===== src/rtl/prog_sequencer_if.sv =====
// Program req/ack handshake between the sequencer (master) and the processor (slave).
interface prog_sequencer_if;
    logic req;
    logic ack;

    modport master (output req, input ack);
    modport slave (input req, output ack);
endinterface


===== src/rtl/prog_sequencer.sv =====
// Runs NPROG programs through the req/ack handshake, measuring each one and flagging hangs.
// Define PROG_SEQ_TOTAL_EN to add the saturating total_cycles accumulator output.
module prog_sequencer #(
    parameter int unsigned NPROG   = 3,
    parameter int unsigned REQ_CYC = 2,
    parameter int unsigned TIMEOUT = 4096,
    parameter int unsigned CW      = 16,
    localparam int unsigned PW     = (NPROG > 1) ? $clog2(NPROG) : 1
) (
    input  logic                  clk,
    input  logic                  reset,
    input  logic                  start,
    prog_sequencer_if.master      bus,
    output logic [PW-1:0]         prog_id,
    output logic [CW-1:0]         cycles,
    output logic                  cyc_valid,
    output logic                  busy,
    output logic                  done,
    output logic                  timeout_err
`ifdef PROG_SEQ_TOTAL_EN
    ,
    output logic [CW+3:0]         total_cycles
`endif
);

    localparam int unsigned RW = (REQ_CYC > 1) ? $clog2(REQ_CYC) : 1;

    typedef enum logic [2:0] {StIdle, StReq, StArm, StRun, StDone, StErr} state_e;

    state_e        stateQ, stateD;
    logic [RW-1:0] rcntQ, rcntD;
    logic [CW-1:0] cntQ, cntD;
    logic [CW-1:0] cyclesQ, cyclesD;
    logic [PW-1:0] progQ, progD;
    logic          cycValidQ, cycValidD;
    logic          doneQ, doneD;
    logic          errQ, errD;
    logic          launch;

    always_ff @(posedge clk or negedge reset) begin
        if (!reset) begin
            stateQ    <= StIdle;
            rcntQ     <= '0;
            cntQ      <= '0;
            cyclesQ   <= '0;
            progQ     <= '0;
            cycValidQ <= 1'b0;
            doneQ     <= 1'b0;
            errQ      <= 1'b0;
        end else begin
            stateQ    <= stateD;
            rcntQ     <= rcntD;
            cntQ      <= cntD;
            cyclesQ   <= cyclesD;
            progQ     <= progD;
            cycValidQ <= cycValidD;
            doneQ     <= doneD;
            errQ      <= errD;
        end
    end

    always_comb begin
        stateD    = stateQ;
        rcntD     = rcntQ;
        cntD      = cntQ;
        cyclesD   = cyclesQ;
        progD     = progQ;
        cycValidD = 1'b0;
        doneD     = doneQ;
        errD      = errQ;
        launch    = 1'b0;
        unique case (stateQ)
            StIdle, StDone, StErr: begin
                if (start) begin
                    launch = 1'b1;
                    stateD = StReq;
                    rcntD  = '0;
                    progD  = '0;
                    doneD  = 1'b0;
                    errD   = 1'b0;
                end
            end
            StReq: begin
                if (rcntQ == RW'(REQ_CYC - 1)) begin
                    stateD = StArm;
                    cntD   = '0;
                end else begin
                    rcntD = rcntQ + 1'b1;
                end
            end
            // A stale ack from the previous program is discarded here.
            StArm: begin
                cntD   = cntQ + 1'b1;
                stateD = StRun;
            end
            StRun: begin
                if (bus.ack) begin
                    cyclesD   = cntQ;
                    cycValidD = 1'b1;
                    if (progQ == PW'(NPROG - 1)) begin
                        stateD = StDone;
                        doneD  = 1'b1;
                    end else begin
                        progD  = progQ + 1'b1;
                        rcntD  = '0;
                        stateD = StReq;
                    end
                end else if (cntQ == CW'(TIMEOUT)) begin
                    stateD = StErr;
                    errD   = 1'b1;
                end else if (cntQ != '1) begin
                    cntD = cntQ + 1'b1;
                end
            end
            default: stateD = StIdle;
        endcase
    end

    assign bus.req     = (stateQ == StReq);
    assign busy        = (stateQ == StReq) || (stateQ == StArm) || (stateQ == StRun);
    assign prog_id     = progQ;
    assign cycles      = cyclesQ;
    assign cyc_valid   = cycValidQ;
    assign done        = doneQ;
    assign timeout_err = errQ;

`ifdef PROG_SEQ_TOTAL_EN
    logic [CW+3:0] totalQ;
    logic [CW+4:0] totalSum;

    assign totalSum = {1'b0, totalQ} + {5'b0, cyclesQ};

    always_ff @(posedge clk or negedge reset) begin
        if (!reset) begin
            totalQ <= '0;
        end else if (launch) begin
            totalQ <= '0;
        end else if (cycValidQ) begin
            totalQ <= totalSum[CW+4] ? '1 : totalSum[CW+3:0];
        end
    end

    assign total_cycles = totalQ;
`endif

endmodule


===== src/flat_wrapper.sv =====
// flat-port wrapper written by rule: the top's interface ports become plain ports
module prog_sequencer_flat 
#(
    parameter int unsigned NPROG   = 3,
    parameter int unsigned REQ_CYC = 2,
    parameter int unsigned TIMEOUT = 4096,
    parameter int unsigned CW      = 16,
    localparam int unsigned PW     = (NPROG > 1) ? $clog2(NPROG) : 1
)
  (clk, reset, start, prog_id, cycles, cyc_valid, busy, done, timeout_err, bus_req, bus_ack);
  prog_sequencer_if bus_i ();
  input  logic clk;
  input  logic reset;
  input  logic start;
  output logic [PW-1:0] prog_id;
  output logic [CW-1:0] cycles;
  output logic cyc_valid;
  output logic busy;
  output logic done;
  output logic timeout_err;
  output wire logic [$bits(bus_i.req)-1:0] bus_req;
  input wire logic [$bits(bus_i.ack)-1:0] bus_ack;
  assign bus_req = bus_i.req;
  assign bus_i.ack = bus_ack;
  prog_sequencer #(.NPROG(NPROG), .REQ_CYC(REQ_CYC), .TIMEOUT(TIMEOUT), .CW(CW)) u_core (.clk(clk), .reset(reset), .start(start), .bus(bus_i), .prog_id(prog_id), .cycles(cycles), .cyc_valid(cyc_valid), .busy(busy), .done(done), .timeout_err(timeout_err));
endmodule

===== config.mk =====
export PLATFORM = sky130hd
export DESIGN_NAME = prog_sequencer_flat
export DESIGN_NICKNAME = d
export VERILOG_FILES = /design/src/rtl/prog_sequencer_if.sv /design/src/rtl/prog_sequencer.sv /design/src/flat_wrapper.sv
export SDC_FILE = /design/constraint.sdc
export NUM_CORES = 1
export LEC_CHECK = 0
export CAP_MARGIN = 20
export CORE_MARGIN = 3
export CORE_UTILIZATION = 40
export CTS_CLUSTER_DIAMETER = 80
export DETAILED_ROUTE_END_ITERATION = 7
export GPL_ROUTABILITY_DRIVEN = 0
export PLACE_DENSITY = 0.62
export SETUP_SLACK_MARGIN = 0.4
export SKIP_LAST_GASP = 1
export SLEW_MARGIN = 20
export SYNTH_ARGS = -nofsm -noshare
export SYNTH_HDL_FRONTEND = slang
export SYNTH_SLANG_ARGS = --single-unit

===== constraint.sdc =====
create_clock -name clk -period 2.6 [get_ports clk]
set_input_delay 0.26 -clock clk [delete_from_list [all_inputs] [get_ports clk]]
set_output_delay 0.26 -clock clk [all_outputs]
set_load 0.01 [all_outputs]

### Word level (Yosys, flattened, before mapping)

Cells that the tools add are included.

| word-level totals | value |
|---|---|
| latch bits | 0 |
| word-level logic and storage cells | 71 |
| memories | 0 |
| bits in read-only memories | 0 |
| bits in writable memories | 0 |
| bits of input ports | 4 |
| flip-flop bits (word level) | 41 |
| output and inout port bits | 23 |

| operators by class | value |
|---|---|
| multiplexer cells | 28 |
| equal/unequal tests | 18 |
| multipliers | 0 |
| order comparisons | 0 |
| shift operators | 0 |
| reductions and logical operators | 14 |
| div/mod/pow operators | 0 |
| add/sub/neg operators | 3 |
| bitwise gates (word level) | 0 |

Operators with widths:

| kind | number |
|---|---|
| 2-to-1 mux 16 bit | 4 |
| one-hot mux 16 bit (3 select lines) | 1 |
| adder 16 x 1 -> 16 bit (second input constant) | 1 |
| equality test 16 x 13 -> 1 bit (second input constant) | 1 |
| inequality test 16 bit (second input constant) | 1 |
| AND reduction 4 bit | 4 |
| 2-to-1 mux 3 bit | 5 |
| one-hot mux 3 bit (4 select lines) | 1 |
| 2-to-1 mux 1 bit | 10 |
| inequality test 2 bit (second input constant) | 5 |
| inequality test 2 x 1 -> 1 bit (second input constant) | 4 |
| equality test 3 x 2 -> 1 bit (second input constant) | 2 |
| equality test 3 bit (second input constant) | 2 |
| 2-to-1 mux 2 bit | 3 |
| nonzero test 3 bit | 2 |
| AND reduction 5 bit | 1 |
| one-hot mux 1 bit (2 select lines) | 2 |
| one-hot mux 2 bit (2 select lines) | 1 |
| equality test 3 x 1 -> 1 bit (second input constant) | 1 |
| zero test 3 bit | 1 |
| inequality test 3 x 2 -> 1 bit (second input constant) | 1 |
| one-hot mux 1 bit (3 select lines) | 1 |
| AND reduction 3 bit | 1 |
| OR reduction 3 bit | 1 |
| 6 further kinds | 7 |

### Logic depth before layout (Yosys ltp)

Gate-level depths: netlist of run 1.

| depth | value |
|---|---|
| word-level depth | 5 |
| gate-level depth with buffers | 9 |
| gate-level depth less buffers | 8 |

### Worst setup path after synthesis of run 1

No wires, ideal clock.

| path | value |
|---|---|
| path type | register to register |
| start | register u_core.cntQ[0] |
| end | register u_core.cntQ[10] |
| cell stages (with the launch flop) | 9 |
| period minus slack after synthesis | 2.090 ns |
| setup slack | 0.510 ns |
| required time | 2.466 ns |
| data arrival time | 1.956 ns |
| library setup time | 0.134 ns |
| path buffers | 2 |
| cells stage by stage | dfrtp_1 ha_1 nand4_2 or4_4 nor2_8 or3_1 buf_6 buf_12 o31ai_2 |

| on the way | value |
|---|---|
| longest elaborated chain between the ends | 5 |
| elaborated cells on any way between the ends | 10 |
| those cells by class | 1 x add/sub; 4 x eq/ne; 4 x mux; 1 x reduce/logical |

RTL lines:

| element | line | source |
|---|---|---|
| start, declared | prog_sequencer.sv:32 | `logic [CW-1:0] cntQ, cntD;` |
| start signal, assigned | prog_sequencer.sv:53 | `cntQ <= cntD;` |
| adder 16 x 1 -> 16 bit | prog_sequencer.sv:93, prog_sequencer.sv:112 |  |
| 2-to-1 mux 16 bit | prog_sequencer.sv:111 | `end else if (cntQ != '1) begin` |
| 2-to-1 mux 16 bit | prog_sequencer.sv:108 | `end else if (cntQ == CW'(TIMEOUT)) begin` |
| 2-to-1 mux 16 bit | prog_sequencer.sv:97 | `if (bus.ack) begin` |
| one-hot mux 16 bit (3 select lines) | prog_sequencer.sv:72 | `unique case (stateQ)` |

Several ways; a longest one is shown, not always the timed one. The select of a mux whose other input is x is not followed.
A chain may end at the register's enable or synchronous reset.

### Final worst setup path of run 1

| path | value |
|---|---|
| start | register u_core.cntQ[1] |
| end | register u_core.cntQ[5] |

Same word-level chain as after synthesis.

==> results.toml, run 1 <==
[synthesis]
synth-compound-area-share_pct = 21.8
synth_seq_cells = 41
synth.area.top_cells = "dfrtp_1 (48%), mux2_2 (6.8%), o21ai_0 (5.8%), nand2_1 (3.9%), o31ai_2 (2.9%)"
yosys-top-cells-count = "dfrtp_1 (41), o21ai_0 (25), nand2_1 (22), mux2_2 (13), a21oi_1 (9)"
synth_nets = 216
synth_cells = 209
synth_edf_count = 0
ys_types = 41
synthAdderAreaFrac_pct = 1.75
yosysMostFrequentCell = "dfrtp_1"
yosys.area.top_type = "dfrtp_1"
synth_top_family_by_area = "compound AO/OA/AOI/OAI gates"
synth_area_sq_mm = 0.00214
synthMuxAreaShare_pct = 6.83
yosys_warnings = 0
async_flop_share_pct = 100
yosysSeqAreaShare_pct = 47.9
postSynthAreaPerCell_sq_um = 10.2
synthSimpleGateAreaFrac_pct = 15.8
synthXorXnorAreaFrac_pct = 0
synth_top_area_share_pct = 47.9
synthFlopType = "dfrtp_1"

[route]
vias = 1706
drt.antenna.violating_nets = 0
drt_pass1_iterations = 4
vias_per_cell = 5.49
drt_iter0_drc = 93
wl_per_cell_microns = 15.0
wl_mm = 4.67
drcViolationCount = 0

[clock_tree]
cts-root-buf = "clkbuf_8"
clkLatencyLatePin_ps = 300
tritoncts = "yes"
hold_buffers = 0
clockBufferDepth = 2
cts-buffers-inserted = 5
clkSinkCount = 41
clk_pin_slew_ps = 80
htree_levels = 2

[critical_path]
rr_worst_depth = 8
critPathCaptureType = "flip-flop"
crit_path_start_kind = "flip-flop"
cp_common_cell = "buf_4"
rr_endpoint = "u_core.cntQ[5]$_DFFE_PN0P_"
slowest_delay_ps = 630
arrival_ps = 2310
path_max_fanout = 6
r2r_slack_ps = 480
cp_slowest_cell = "or4_4"
cp_num_buf_inv = 2
cpLargestDelayFamily = "simple AND/OR/NAND/NOR gates"
worstPathCellList = "ha_4 > nand4_4 > or4_4 > buf_4 > buf_4 > o22ai_1 > o21ai_0 > o41ai_1"
critPathKind = "flip-flop to flip-flop"
worstPathRequired_ps = 2790
r2r_start = "u_core.cntQ[1]$_DFFE_PN0P_"

[run_status]
outcome = "complete, no violations"

[flow_run]
max_cap_viol_count = 0

[timing]
setup_violations = 0
setup_tns_ps = 0
clock_skew_ps = 4.51
fin_crit_ps = 2120
hold_ws_ps = 82.3
relSlewSlack_pct = 38.4
hold_viol_final = 0
finalMaxSlewViolations = 0
worst_pin_slew_ps = 924
fin_crit_sh_pct = 81.4
max_freq_mhz = 472
rsz0062_at_grt = "false"

[final_layout]
final_area_sq_mm = 0.00259
drive_above_1_share_pct = 20.7
syn_to_final_growth_pct = 20.9
final_util_pct = 50.4
antenna_cells = 0
nFillCells = 512
nets = 247

[floorplanning]
initial_core_util_pct = 41.7
dieArea_sq_mm = 0.00627
pin_count = 27
die_w_microns = 79.2
die_h_microns = 79.2
rows = 26
core_sq_mm = 0.00514

[grt]
grt_pass1_vias = 1637
grt_max_degree = 42
grt_pass1_wl_mm = 8.02
grt_overflow = 0
track_usage_pct = 16.1
antenna_found_initial = 0

[pwr]
ir_worst_vdd_mv = 0.387
p_leak_nw = 1.14
power_density_mw_per_mm2 = 728

[placement]
io_buffers = 26
placed_area_sq_mm = 0.00245
dp_hpwl_mm = 3.10

[hold_path]
hold_path.class = "primary input to async pin"
worst register-to-register path: cells and delay by family, from the launching register on:
family	cells	cell delay [ps]
adders and majority gates	1	190
buffers and inverters	2	320
DFF	1	430
and+or+nand+nor	2	780
AOI/OAI and AO/OA	3	300
how the worst max path moves through the flow:
| stage | startpoint | end | slack (ps) | cells after the start |
|---|---|---|---|---|
| global route | u_core.cntQ[1]$_DFFE_PN0P_ | u_core.cntQ[3]$_DFFE_PN0P_ | 390 | 8 |
| CTS | u_core.cntQ[0]$_DFFE_PN0P_ | u_core.cntQ[4]$_DFFE_PN0P_ | 420 | 7 |
| finish | u_core.cntQ[1]$_DFFE_PN0P_ | u_core.cntQ[5]$_DFFE_PN0P_ | 480 | 8 |
| global placement | u_core.cntQ[0]$_DFFE_PN0P_ | u_core.cntQ[7]$_DFFE_PN0P_ | 370 | 7 |
| detailed placement | u_core.cntQ[0]$_DFFE_PN0P_ | u_core.cntQ[4]$_DFFE_PN0P_ | 320 | 7 |
| floorplan | u_core.cntQ[0]$_DFFE_PN0P_ | u_core.cntQ[10]$_DFFE_PN0P_ | 510 | 8 |
state kept, by name, indices dropped and copies added (netlist names):
register / count
u_core.prog_id: 2
u_core.done: 1
u_core.cyc_valid: 1
u_core.timeout_err: 1
u_core.stateQ: 3
u_core.cycles: 16
u_core.cntQ: 16
u_core.rcntQ: 1
per-stage QoR:
stage,cells,worst slack [ps],total power [mW]
floorplan,209,510,1.23
global placement,299,369,1.46
detailed placement,299,318,1.46
CTS,307,424,1.87
global route,311,392,2.01
finish,311,483,1.88
layer usage:
layer  GRT usage (%)  up-vias  share of wire (%)
met5               0        -                  0
met2            25.3       35                 46
li1                -      839                  -
met4            5.15        0                1.2
met3            3.17        5                3.2
met1            22.5      827                 49
cells by family after synthesis:
group,after synthesis
AOI/OAI and AO/OA,68
and+or+nand+nor,62
DFF,41
buffers and inverters,22
muxes,13
adders and majority gates,3
where the power goes:
part / total (mW) / switching [mW] / internal [mW]
Combinational: 0.674 / 0.380 / 0.294
Clock: 0.410 / 0.224 / 0.186
Sequential: 0.800 / 0.0940 / 0.706
Total: 1.88 / 0.698 / 1.19
cells in the final DEF, fill, tap and decap left out, drive strengths merged:
master         instances
clkdlybuf4s50         25
o22ai                  4
a311oi                 1
buf                   13
dfrtp                 41
a221o                  1
o21ai                 28
o31ai                 13
a31oi                  4
or4                    1
ha                     3
nor2b                  2
or3                    2
nand3b                 1
inv                    8
a41oi                  1
and3                   1
nand2b                 3
a21bo                  1
mux2                  13
nand2                 22
nor3                   4
a21oi                  9
clkbuf                 6
nand3                  7
and3b                  1
a22o                   1
nor4                   3
nor4b                  1
clkinv                 2
nor2                   8
nand4                  5
o41ai                  5
nor3b                  1
layout make-up:
cell class	count	area, sq um	area share [%]
well taps	70	87.6	3.38
multi-input cells	146	1010	39.1
repair buffers	38	349	13.5
flip-flops and latches	41	1030	39.7
inverters	8	30.0	1.16
clock inverters	2	10.0	0.387
clock buffers	6	72.6	2.80
what timing repair did:
action	in CTS	in global routing
resized for setup	0	6
pin swaps	1	3
endpoints found under the setup margin	14	16
hold endpoints to repair	0	0
buffers inserted	0	4
No activity file was read; power rests on OpenSTA's default activity.
==> inputs of run 2 (changes only) <==
PLACE_DENSITY = 0.64   (was 0.62)
clock period = 1.85 ns   (was 2.6 ns; I/O delays follow)
==> results.toml, run 2 (synthesis results as in run 1) <==
[clock_tree]
clk_pin_slew_ps = 90
cts-root-buf = "clkbuf_8"
tritoncts = "yes"
clkLatencyLatePin_ps = 300
htree_levels = 2
clockBufferDepth = 2
cts-buffers-inserted = 5
clkSinkCount = 41

[placement]
dp_hpwl_mm = 3.72
placed_area_sq_mm = 0.00274
io_buffers = 26
dpl_worst_slack_ps = -208

[floorplanning]
die_w_microns = 79.2
core_sq_mm = 0.00514
initial_core_util_pct = 41.7
pin_count = 27
rows = 26
dieArea_sq_mm = 0.00627
die_h_microns = 79.2

[final_layout]
nFillCells = 425
multi_input_area_sq_mm = 0.00125
antenna_cells = 0
final_cell_mix = "buf_4 (37), dfrtp_1 (35), nand2_1 (21)"
nets = 295
layout_commonest_cell = "buf_4"
syn_to_final_growth_pct = 54.1
regArea_sq_mm = 0.00103
final_area_sq_mm = 0.00330
drive_above_1_share_pct = 46.4

[route]
vias = 1941
drt.antenna.violating_nets = 0
drcViolationCount = 0
wl_mm = 5.79
drt_pass1_iterations = 4
vias_per_cell = 5.41
drt_iter0_drc = 88
wl_per_cell_microns = 16.1

[timing]
rsz0062_at_grt = "true"
fin_crit_ps = 1880
finalMaxSlewViolations = 0
max_freq_mhz = 533
relSlewSlack_pct = 64.2
setup_violations = 4
fin_crit_sh_pct = 101
clock_skew_ps = 10.8
hold_viol_final = 0
final.setup.worst_slack_ps = -27.5
worst_pin_slew_ps = 536

[grt]
grt_max_degree = 22
antenna_found_initial = 0
track_usage_pct = 19.6
grt_pass1_wl_mm = 9.69
grt_overflow = 0
grt_pass1_vias = 1978

[run_status]
outcome = "finished with violations"
violations = "negative setup slack"

[critical_path]
worstPathRequired_ps = 2040
crit_path_start_kind = "flip-flop"
arrival_ps = 2070
path_max_fanout = 8
critPathKind = "flip-flop to flip-flop"
critPathCaptureType = "flip-flop"

[flow_run]
max_cap_viol_count = 0

[pwr]
power_density_mw_per_mm2 = 1000
p_leak_nw = 1.55
ir_worst_vdd_mv = 0.904

[hold_path]
hold_path.class = "primary input to async pin"
-- run 2: changes by cell type in the layout (fill, tap and decap cells not counted), moves of 3 or more --
cell	previous run	this run
buf_4	11	37
buf_6	1	20
clkdlybuf4s50_1	25	20
dfrtp_1	39	35
dfrtp_2	2	6
nor3_1	4	1
nor3_2	0	3
o21ai_0	25	15
o21ai_1	0	7
o31ai_1	8	2
o31ai_4	0	5
o41ai_1	4	0
-- run 2: metal layers --
layer | global-route usage [%] | part of all wire, % | vias to the layer above | routed length (microns)
met4 | 5.84 | 1.5 | 0 | 87
met3 | 4.65 | 3.8 | 8 | 220
li1 | - | - | 934 | -
met1 | 25.0 | 44 | 958 | 2550
met5 | 0 | 0 | - | 0
met2 | 33.1 | 51 | 41 | 2930
-- run 2: final timing paths --
check,slack [ps],depth (start not counted),end,startpoint
max,-30,8,u_core.cntQ[13]$_DFFE_PN0P_,u_core.cntQ[1]$_DFFE_PN0P_
min,380,2,u_core.cycles[4]$_DFFE_PN0P_,reset
max reg2reg,-30,8,u_core.cntQ[13]$_DFFE_PN0P_,u_core.cntQ[1]$_DFFE_PN0P_
min reg2reg,500,2,u_core.cycles[5]$_DFFE_PN0P_,u_core.cycles[5]$_DFFE_PN0P_
max in group asynchronous,910,3,u_core.cntQ[9]$_DFFE_PN0P_,reset
min in group clk,500,2,u_core.cycles[5]$_DFFE_PN0P_,u_core.cycles[5]$_DFFE_PN0P_
-- run 2: worst max-delay path, cell delays in order, from the launching register on --
cell and delay (ps):
dfrtp_1 390, buf_6 130, ha_4 160, nand4_4 90, or4_4 190, nor2_8 40, or3_4 400, buf_12 170
o41ai_4 210
-- run 2: layout make-up --
cell class	instances	share of cell area, %
clock buffers	7	2.92
inverters	8	0.910
repair buffers	86	24.1
flip-flops and latches	41	31.3
multi-input cells	146	37.9
clock inverters	1	0.152
well taps	70	2.65
-- run 2: stage by stage --
| stage | hold slack, ps | utilization, % | TNS, ps | instances | total power [mW] |
|---|---|---|---|---|---|
| 2_1_floorplan | -111 | - | -265 | 209 | 1.75 |
| 3_3_place_gp | 169 | 53.2 | -669 | 334 | 2.22 |
| 3_5_place_dp | 179 | 53.2 | -1060 | 334 | 2.23 |
| 4_1_cts | 394 | 60.6 | -26.7 | 356 | 3.13 |
| 5_1_grt | 420 | 64.2 | -967 | 359 | 3.53 |
| 6_report | 377 | 64.2 | -69.9 | 359 | 3.31 |
-- run 2: repair_timing --
| item | 4_1_cts | 5_1_grt |
|---|---|---|
| gates cloned | 0 | 0 |
| pin swaps | 7 | 4 |
| hold buffers | 1 | 0 |
| hold endpoints to repair | 19 | 0 |
| buffers inserted | 13 | 3 |
| endpoints found under the setup margin | 23 | 39 |
| resized for setup | 47 | 43 |
-- run 2: where the power goes --
| group | internal [mW] | switching (mW) |
|---|---|---|
| combinational | 0.784 | 0.779 |
| sequential | 0.993 | 0.0927 |
| clock | 0.338 | 0.320 |
| total | 2.11 | 1.19 |
